`src/rtl/vectored_int_ctrl.sv`:
```
// N-channel vectored priority interrupt controller with edge/level capture, mask and in-service
// tracking. Optional nesting (preemption by higher priority) enabled by defining INT_NESTING_EN.
module vectored_int_ctrl #(
  parameter int unsigned       N_CH       = 8,
  parameter int unsigned       VEC_W      = 8,
  parameter logic [VEC_W-1:0]  VEC_BASE   = VEC_W'(8'hF0),
  parameter int unsigned       VEC_STRIDE = 2
) (
  input  logic             g_clk,
  input  logic             g_clr,
  input  logic [N_CH-1:0]  int_src,
  input  logic [N_CH-1:0]  edge_sel,
  input  logic [N_CH-1:0]  mask_in,
  input  logic             mask_ld,
  input  logic             ien,
  input  logic             int_ack,
  input  logic             eoi,
  output logic             i_pending,
  output logic [VEC_W-1:0] vector_out,
  output logic [N_CH-1:0]  in_service,
  output logic [N_CH-1:0]  irq_lost
);

  localparam int unsigned IdW = (N_CH > 1) ? $clog2(N_CH) : 1;

  typedef enum logic [0:0] {StIdle, StReq} state_e;

  state_e          state_q, state_d;
  logic [IdW-1:0]  id_q, id_d;
  logic [N_CH-1:0] src_q, src_qq;
  logic [N_CH-1:0] pend_q, pend_d;
  logic [N_CH-1:0] mask_q, mask_d;
  logic [N_CH-1:0] isr_q, isr_d;
  logic [N_CH-1:0] lost_q, lost_d;

  logic [N_CH-1:0] edge_det, elig, isr_low, ack_set;
  logic            win_vld, gate_ok;
  logic [IdW-1:0]  win_id;

  assign edge_det = src_q & ~src_qq;
  assign elig     = pend_q & mask_q;
  // Isolates the lowest set bit, i.e. the highest-priority channel in service.
  assign isr_low  = isr_q & (~isr_q + N_CH'(1));

  always_comb begin
    win_vld = 1'b0;
    win_id  = '0;
    for (int i = N_CH - 1; i >= 0; i--) begin
      if (elig[i]) begin
        win_vld = 1'b1;
        win_id  = IdW'(i);
      end
    end
  end

`ifdef INT_NESTING_EN
  logic [IdW-1:0] isr_id;

  always_comb begin
    isr_id = '0;
    for (int i = N_CH - 1; i >= 0; i--) begin
      if (isr_q[i]) isr_id = IdW'(i);
    end
  end

  assign gate_ok = (isr_q == '0) || (win_id < isr_id);
`else
  assign gate_ok = (isr_q == '0);
`endif

  always_comb begin
    state_d = state_q;
    id_d    = id_q;
    ack_set = '0;
    unique case (state_q)
      StIdle: begin
        if (ien && win_vld && gate_ok) begin
          state_d = StReq;
          id_d    = win_id;
        end
      end
      StReq: begin
        // Committed request: only int_ack (or reset) releases it.
        if (int_ack) begin
          state_d      = StIdle;
          ack_set[id_q] = 1'b1;
        end
      end
      default: state_d = StIdle;
    endcase
  end

  always_comb begin
    pend_d = (edge_sel & ((pend_q & ~ack_set) | edge_det)) | (~edge_sel & src_q);
    lost_d = lost_q | (edge_sel & edge_det & pend_q & ~ack_set);
    mask_d = mask_ld ? mask_in : mask_q;
    // EOI retires against the old ISR before the acknowledged channel is added.
    isr_d  = (isr_q & ~(eoi ? isr_low : '0)) | ack_set;
  end

  always_ff @(posedge g_clk or negedge g_clr) begin
    if (!g_clr) begin
      state_q <= StIdle;
      id_q    <= '0;
      src_q   <= '0;
      src_qq  <= '0;
      pend_q  <= '0;
      mask_q  <= '0;
      isr_q   <= '0;
      lost_q  <= '0;
    end else begin
      state_q <= state_d;
      id_q    <= id_d;
      src_q   <= int_src;
      src_qq  <= src_q;
      pend_q  <= pend_d;
      mask_q  <= mask_d;
      isr_q   <= isr_d;
      lost_q  <= lost_d;
    end
  end

  assign i_pending  = (state_q == StReq);
  assign vector_out = VEC_BASE + VEC_W'(32'(id_q) * VEC_STRIDE);
  assign in_service = isr_q;
  assign irq_lost   = lost_q;

endmodule

```
`config.mk`:
```
export PLATFORM = sky130hd
export DESIGN_NAME = vectored_int_ctrl
export DESIGN_NICKNAME = d
export VERILOG_FILES = /design/src/rtl/vectored_int_ctrl.sv
export SDC_FILE = /design/constraint.sdc
export NUM_CORES = 1
export LEC_CHECK = 0
export ABC_AREA = 1
export CORE_MARGIN = 8
export CORE_UTILIZATION = 30
export CTS_CLUSTER_DIAMETER = 100
export CTS_CLUSTER_SIZE = 14
export DETAILED_ROUTE_END_ITERATION = 12
export GPL_TIMING_DRIVEN = 0
export PLACE_DENSITY = 0.55
export SKIP_CTS_REPAIR_TIMING = 1
export SLEW_MARGIN = 10
export SYNTH_ARGS = -nofsm -noshare
export SYNTH_HDL_FRONTEND = slang
export SYNTH_SLANG_ARGS = --single-unit
```
`constraint.sdc`:
```
create_clock -name g_clk -period 1.4 [get_ports g_clk]
set_input_delay 0.28 -clock g_clk [delete_from_list [all_inputs] [get_ports g_clk]]
set_output_delay 0.28 -clock g_clk [all_outputs]
set_load 0.02 [all_outputs]
```
Word-level counts from Yosys, hierarchy flattened --
Index checks and enable logic that the tools add are counted.
Operators by class: add/sub/neg operators 2, order comparisons 2, muxes and demuxes 24, bitwise gates (word level) 20, reductions and logical operators 5
Operator list (count):
- AND 8 bit | 10
- inverter 8 bit | 5
- OR 8 bit | 4
- 2-to-1 mux 3 bit | 8
- 2-to-1 mux 8 bit | 3
- 2-to-1 mux 1 bit | 11
- adder 8 x 1 -> 8 bit (second input constant) | 1
- logical NOT 8 bit | 1
- adder 5 x 5 -> 6 bit (first input constant) | 1
- less-than comparator 3 x 4 -> 1 bit (second input constant) | 1
- demux 1 bit (select 3 bit) | 1
- greater-or-equal comparator 3 x 1 -> 1 bit (second input constant) | 1
- logical AND 1 bit | 3
- case mux 1 bit (2 select lines) | 1
- AND reduction 2 bit | 1
- inverter 1 bit | 1
Word-level totals: bits in registers 52, input port bits 30, output and inout port bits 25, word-level logic and storage cells 61

Depth between registers and ports, before layout --
word-level depth 13, depth in mapped cells 10, depth with buffers taken out 10

Worst setup path before layout --
OpenSTA, ideal clock, no wires.
path kind reg2reg, start point register isr_q[0] (netlist: in_service[0]), end point register isr_q[6] (netlist: in_service[6]), setup time 0.121 ns, arrival 1.043 ns, required time 1.279 ns, slack 0.236 ns, stages on the path, launching flop included 7, buffers on the path 0, clock period less this slack 1.164 ns, path through dfrtp_1 > nor2_2 > nand3_2 > nor2_2 > nand2_1 > o21ai_1 > nand2_1
Between the ends: cells in the longest elaborated chain, start to end 7
RTL lines:
- from (decl) | RTL line 33 | logic [N_CH-1:0] isr_q, isr_d;
- from (signal assigned) | RTL line 118 | isr_q <= isr_d;
- inverter 8 bit | RTL line 43 | assign isr_low = isr_q & (~isr_q + N_CH'(1));
- adder 8 x 1 -> 8 bit | RTL line 43
- AND 8 bit | RTL line 43
- 2-to-1 mux 8 bit | RTL line 98 | isr_d = (isr_q & ~(eoi ? isr_low : '0)) | ack_set;
- inverter 8 bit | RTL line 98
- AND 8 bit | RTL line 98
- OR 8 bit | RTL line 98
- via isr_d[6] | RTL line 33
The timed path passes the listed nets, and every way through them passes these cells. A chain may end at the register's enable or synchronous reset.

Worst setup path after layout --
start point register state_q (netlist: i_pending), end point output i_pending
RTL lines:
- from (decl) | RTL line 28 | state_e state_q, state_d;
- from (signal assigned) | RTL line 103 | state_q <= StIdle;
- from (signal assigned) | RTL line 112 | state_q <= state_d;
- to (decl) | RTL line 18 | output logic i_pending,
No word-level cell between the ends.

==> impl_metrics.ini <==
[outcome]
run_status = finished clean

[worst_setup_path]
crit_chain = dlymetal6s2s_1
path_depth = 1
setup.worst_path.end_class = output port
crit_arrival_ns = 1.02
rrSetupSlack_ns = 0.14
reg2reg_from = i_pending
cpMaxStageDelayCell = dfrtp_1
path_max_fanout = 5
timing.rr.end = irq_lost[2]
critPathTopFamily = flip-flops
cp-startpoint = i_pending
cp_num_buf_inv = 1
critPathRequiredTime_ns = 1.12
reg2regPathDepth = 5
startpoint_type = register
critical-path-max-stage-delay_ns = 0.46
setup.worst_path.class = reg -> out
critPathCapture = i_pending

[finish]
n_fill_cell = 676
stdcell_count = 363
area_delta_synth_final_pct = 36.76
drive_above_1_share_pct = 13.86
diodes = 0
nets = 296
fin_util_pct = 42.66

[logic_synthesis]
yosysUniqueCellTypes = 24
async_reset_ff_share_pct = 100.0
yosysMostFrequentCell = nand2_1
synth_area_um2 = 2131
synth-seq-cells = 52
ys_seq_area_share_pct = 61.07
synth.avg_cell_area_um2 = 10.34
ys_top_cells_by_area = dfrtp_1 (61%), nand2_1 (10%), inv_1 (4.2%)
yosysWarnings = 0
yosysTopAreaCellShare_pct = 61.07
postSynthCellCount = 206
netlist_top_cells_count = nand2_1 (58), dfrtp_1 (52), inv_1 (24), o21ai_0 (12), nand3_1 (10)
yosysTopAreaCell = dfrtp_1
synth-edff-count = 0
ys.flop_type = dfrtp_1

[placement]
dp.cells = 354
dp_slack_ns = -0.1963
dp_hpwl_mm = 3.512
gp_congestion = 0.7680
port_buffers = 48

[timing]
skew_ns = 0.008799
fin_crit_ns = 1.297
drv_slew = 0
period_share_pct = 92.66
hold_violations = 0
final.setup.tns_ns = 0
max_freq_mhz = 770.9
setup_viol = 0
fin_ws_ns = 0.1028
rsz0062_at_grt = false

[global_route]
antenna_found_initial = 0
grt_usage_pct = 9.666
grt_pass1_vias = 1595
grt-ovfl-total = 0
grt_max_degree = 34
grt_pass1_wl_mm = 7.624

[clock_tree]
clock_sinks = 52
cts_max_level = 2
clock_path_buffers = 2
cts_buffers = 5
clock_latency_ns = 0.30
cts_tree = done
cts.clk_slew.worst_paths_ns = 0.09
cts_root_buf = clkbuf_8

[routing]
routed_wl_mm = 4.522
avgRoutedWirePerCell_um = 12.46
postRouteAntennaNets = 0
num_vias = 1511
firstDrtPassIters = 4
viasPerCell = 4.163
drtIter0Drc = 37
route.detailed.drc = 0

[die]
fp.dieH_um = 100.3
core_um2 = 6832
initial_core_util_pct = 31.19
ios = 55
die_area_um2 = 10060
die_x_um = 100.3
fp-row-count = 30

[pwr]
ir_drop_uv = 430.3
p_leak_nw = 1.515
power_density_nw_per_um2 = 1345
finalPower_mw = 3.919

[hold_path]
holdCritPathClass = in -> reg

[run]
cap_violations = 0
## logic make-up (layout without fill, tap and decap cells)
logic type / Yosys count / in the layout / share of synthesized area (%)
and+or+nand+nor: 83 / 83 / 18.73
buffers and inverters: 30 / 88 / 6.224
other: 2 / 5 / 0.3525
AOI/OAI and AO/OA: 31 / 31 / 9.395
DFF: 52 / 52 / 61.07
muxes: 8 / 8 / 4.228
## metal layers
| layer | vias up | routed length (µm) | global-route usage, % |
|---|---|---|---|
| li1 | 770 | - | - |
| met1 | 698 | 2084 | 12.22 |
| met2 | 38 | 2059 | 14.77 |
| met3 | 5 | 332 | 3.875 |
| met4 | 0 | 44 | 2.791 |
| met5 | - | 0 | 0 |
## placed cells by master, fill, tap and decap left out, drive strengths merged
cell type and count:
a21oi 1, buf 8, clkbuf 7, clkdlybuf4s50 27, clkinvlp 1, conb 5, dfrtp 52, dlygate4sd3 1
dlymetal6s2s 20, inv 24, mux2 8, nand2 58, nand3 13, nand3b 1, nand4 2, nor2 8
nor3 1, o211ai 3, o21ai 17, o21bai 9, o22ai 1
## power breakdown
group          leakage (nW)  switching, mW  total (mW)  internal (mW)
Combinational         0.869          0.667        1.16          0.498
Sequential            0.602          0.184        1.88           1.70
Clock                0.0445          0.472       0.875          0.402
Total                  1.52           1.32        3.92           2.60
## worst reg2reg max path: stages, from the launching register on
cell and delay [ns]:
dfrtp_1 0.46, nand2_1 0.08, nor2_1 0.23, nand3_1 0.18, nand2_1 0.14, o21bai_1 0.07
## metrics by stage
step | area [µm²] | hold slack, ns
6_report | 2914 | 0.3928
5_1_grt | 2914 | 0.3994
4_1_cts | 2851 | -0.06498
3_5_place_dp | 2758 | 0.2758
3_3_place_gp | 2743 | 0.3789
2_1_floorplan | 2142 | -0.01559
## how the worst min path moves through the flow
stage,startpoint,endpoint,slack (ns),cells past startpoint
2_1_floorplan,g_clr,i_pending,-0.02,0
3_3_place_gp,src_q[2],src_qq[2],0.38,0
3_5_place_dp,g_clr,irq_lost[3],0.28,1
4_1_cts,g_clr,irq_lost[3],-0.06,1
5_1_grt,int_src[4],src_q[4],0.40,1
6_report,mask_ld,mask_q[5],0.39,2
## registers in the layout (all words and copies together) (netlist names)
signal and cells:
src_q 8, irq_lost 8, mask_q 8, id_q 3
in_service 8, pend_q 8, src_qq 8, i_pending 1
## area by class of cell
| type | count | area [µm²] | area share [%] |
|---|---|---|---|
| repair buffers | 50 | 555.5 | 19.06 |
| multi-input cells | 127 | 708.2 | 24.30 |
| plain buffers | 6 | 42.54 | 1.460 |
| clock inverters | 1 | 7.507 | 0.2576 |
| inverters | 24 | 90.09 | 3.091 |
| flip-flops and latches | 52 | 1304 | 44.74 |
| clock buffers | 7 | 86.33 | 2.963 |
| well taps | 96 | 120.1 | 4.122 |
(Power assumes the default switching activity.)
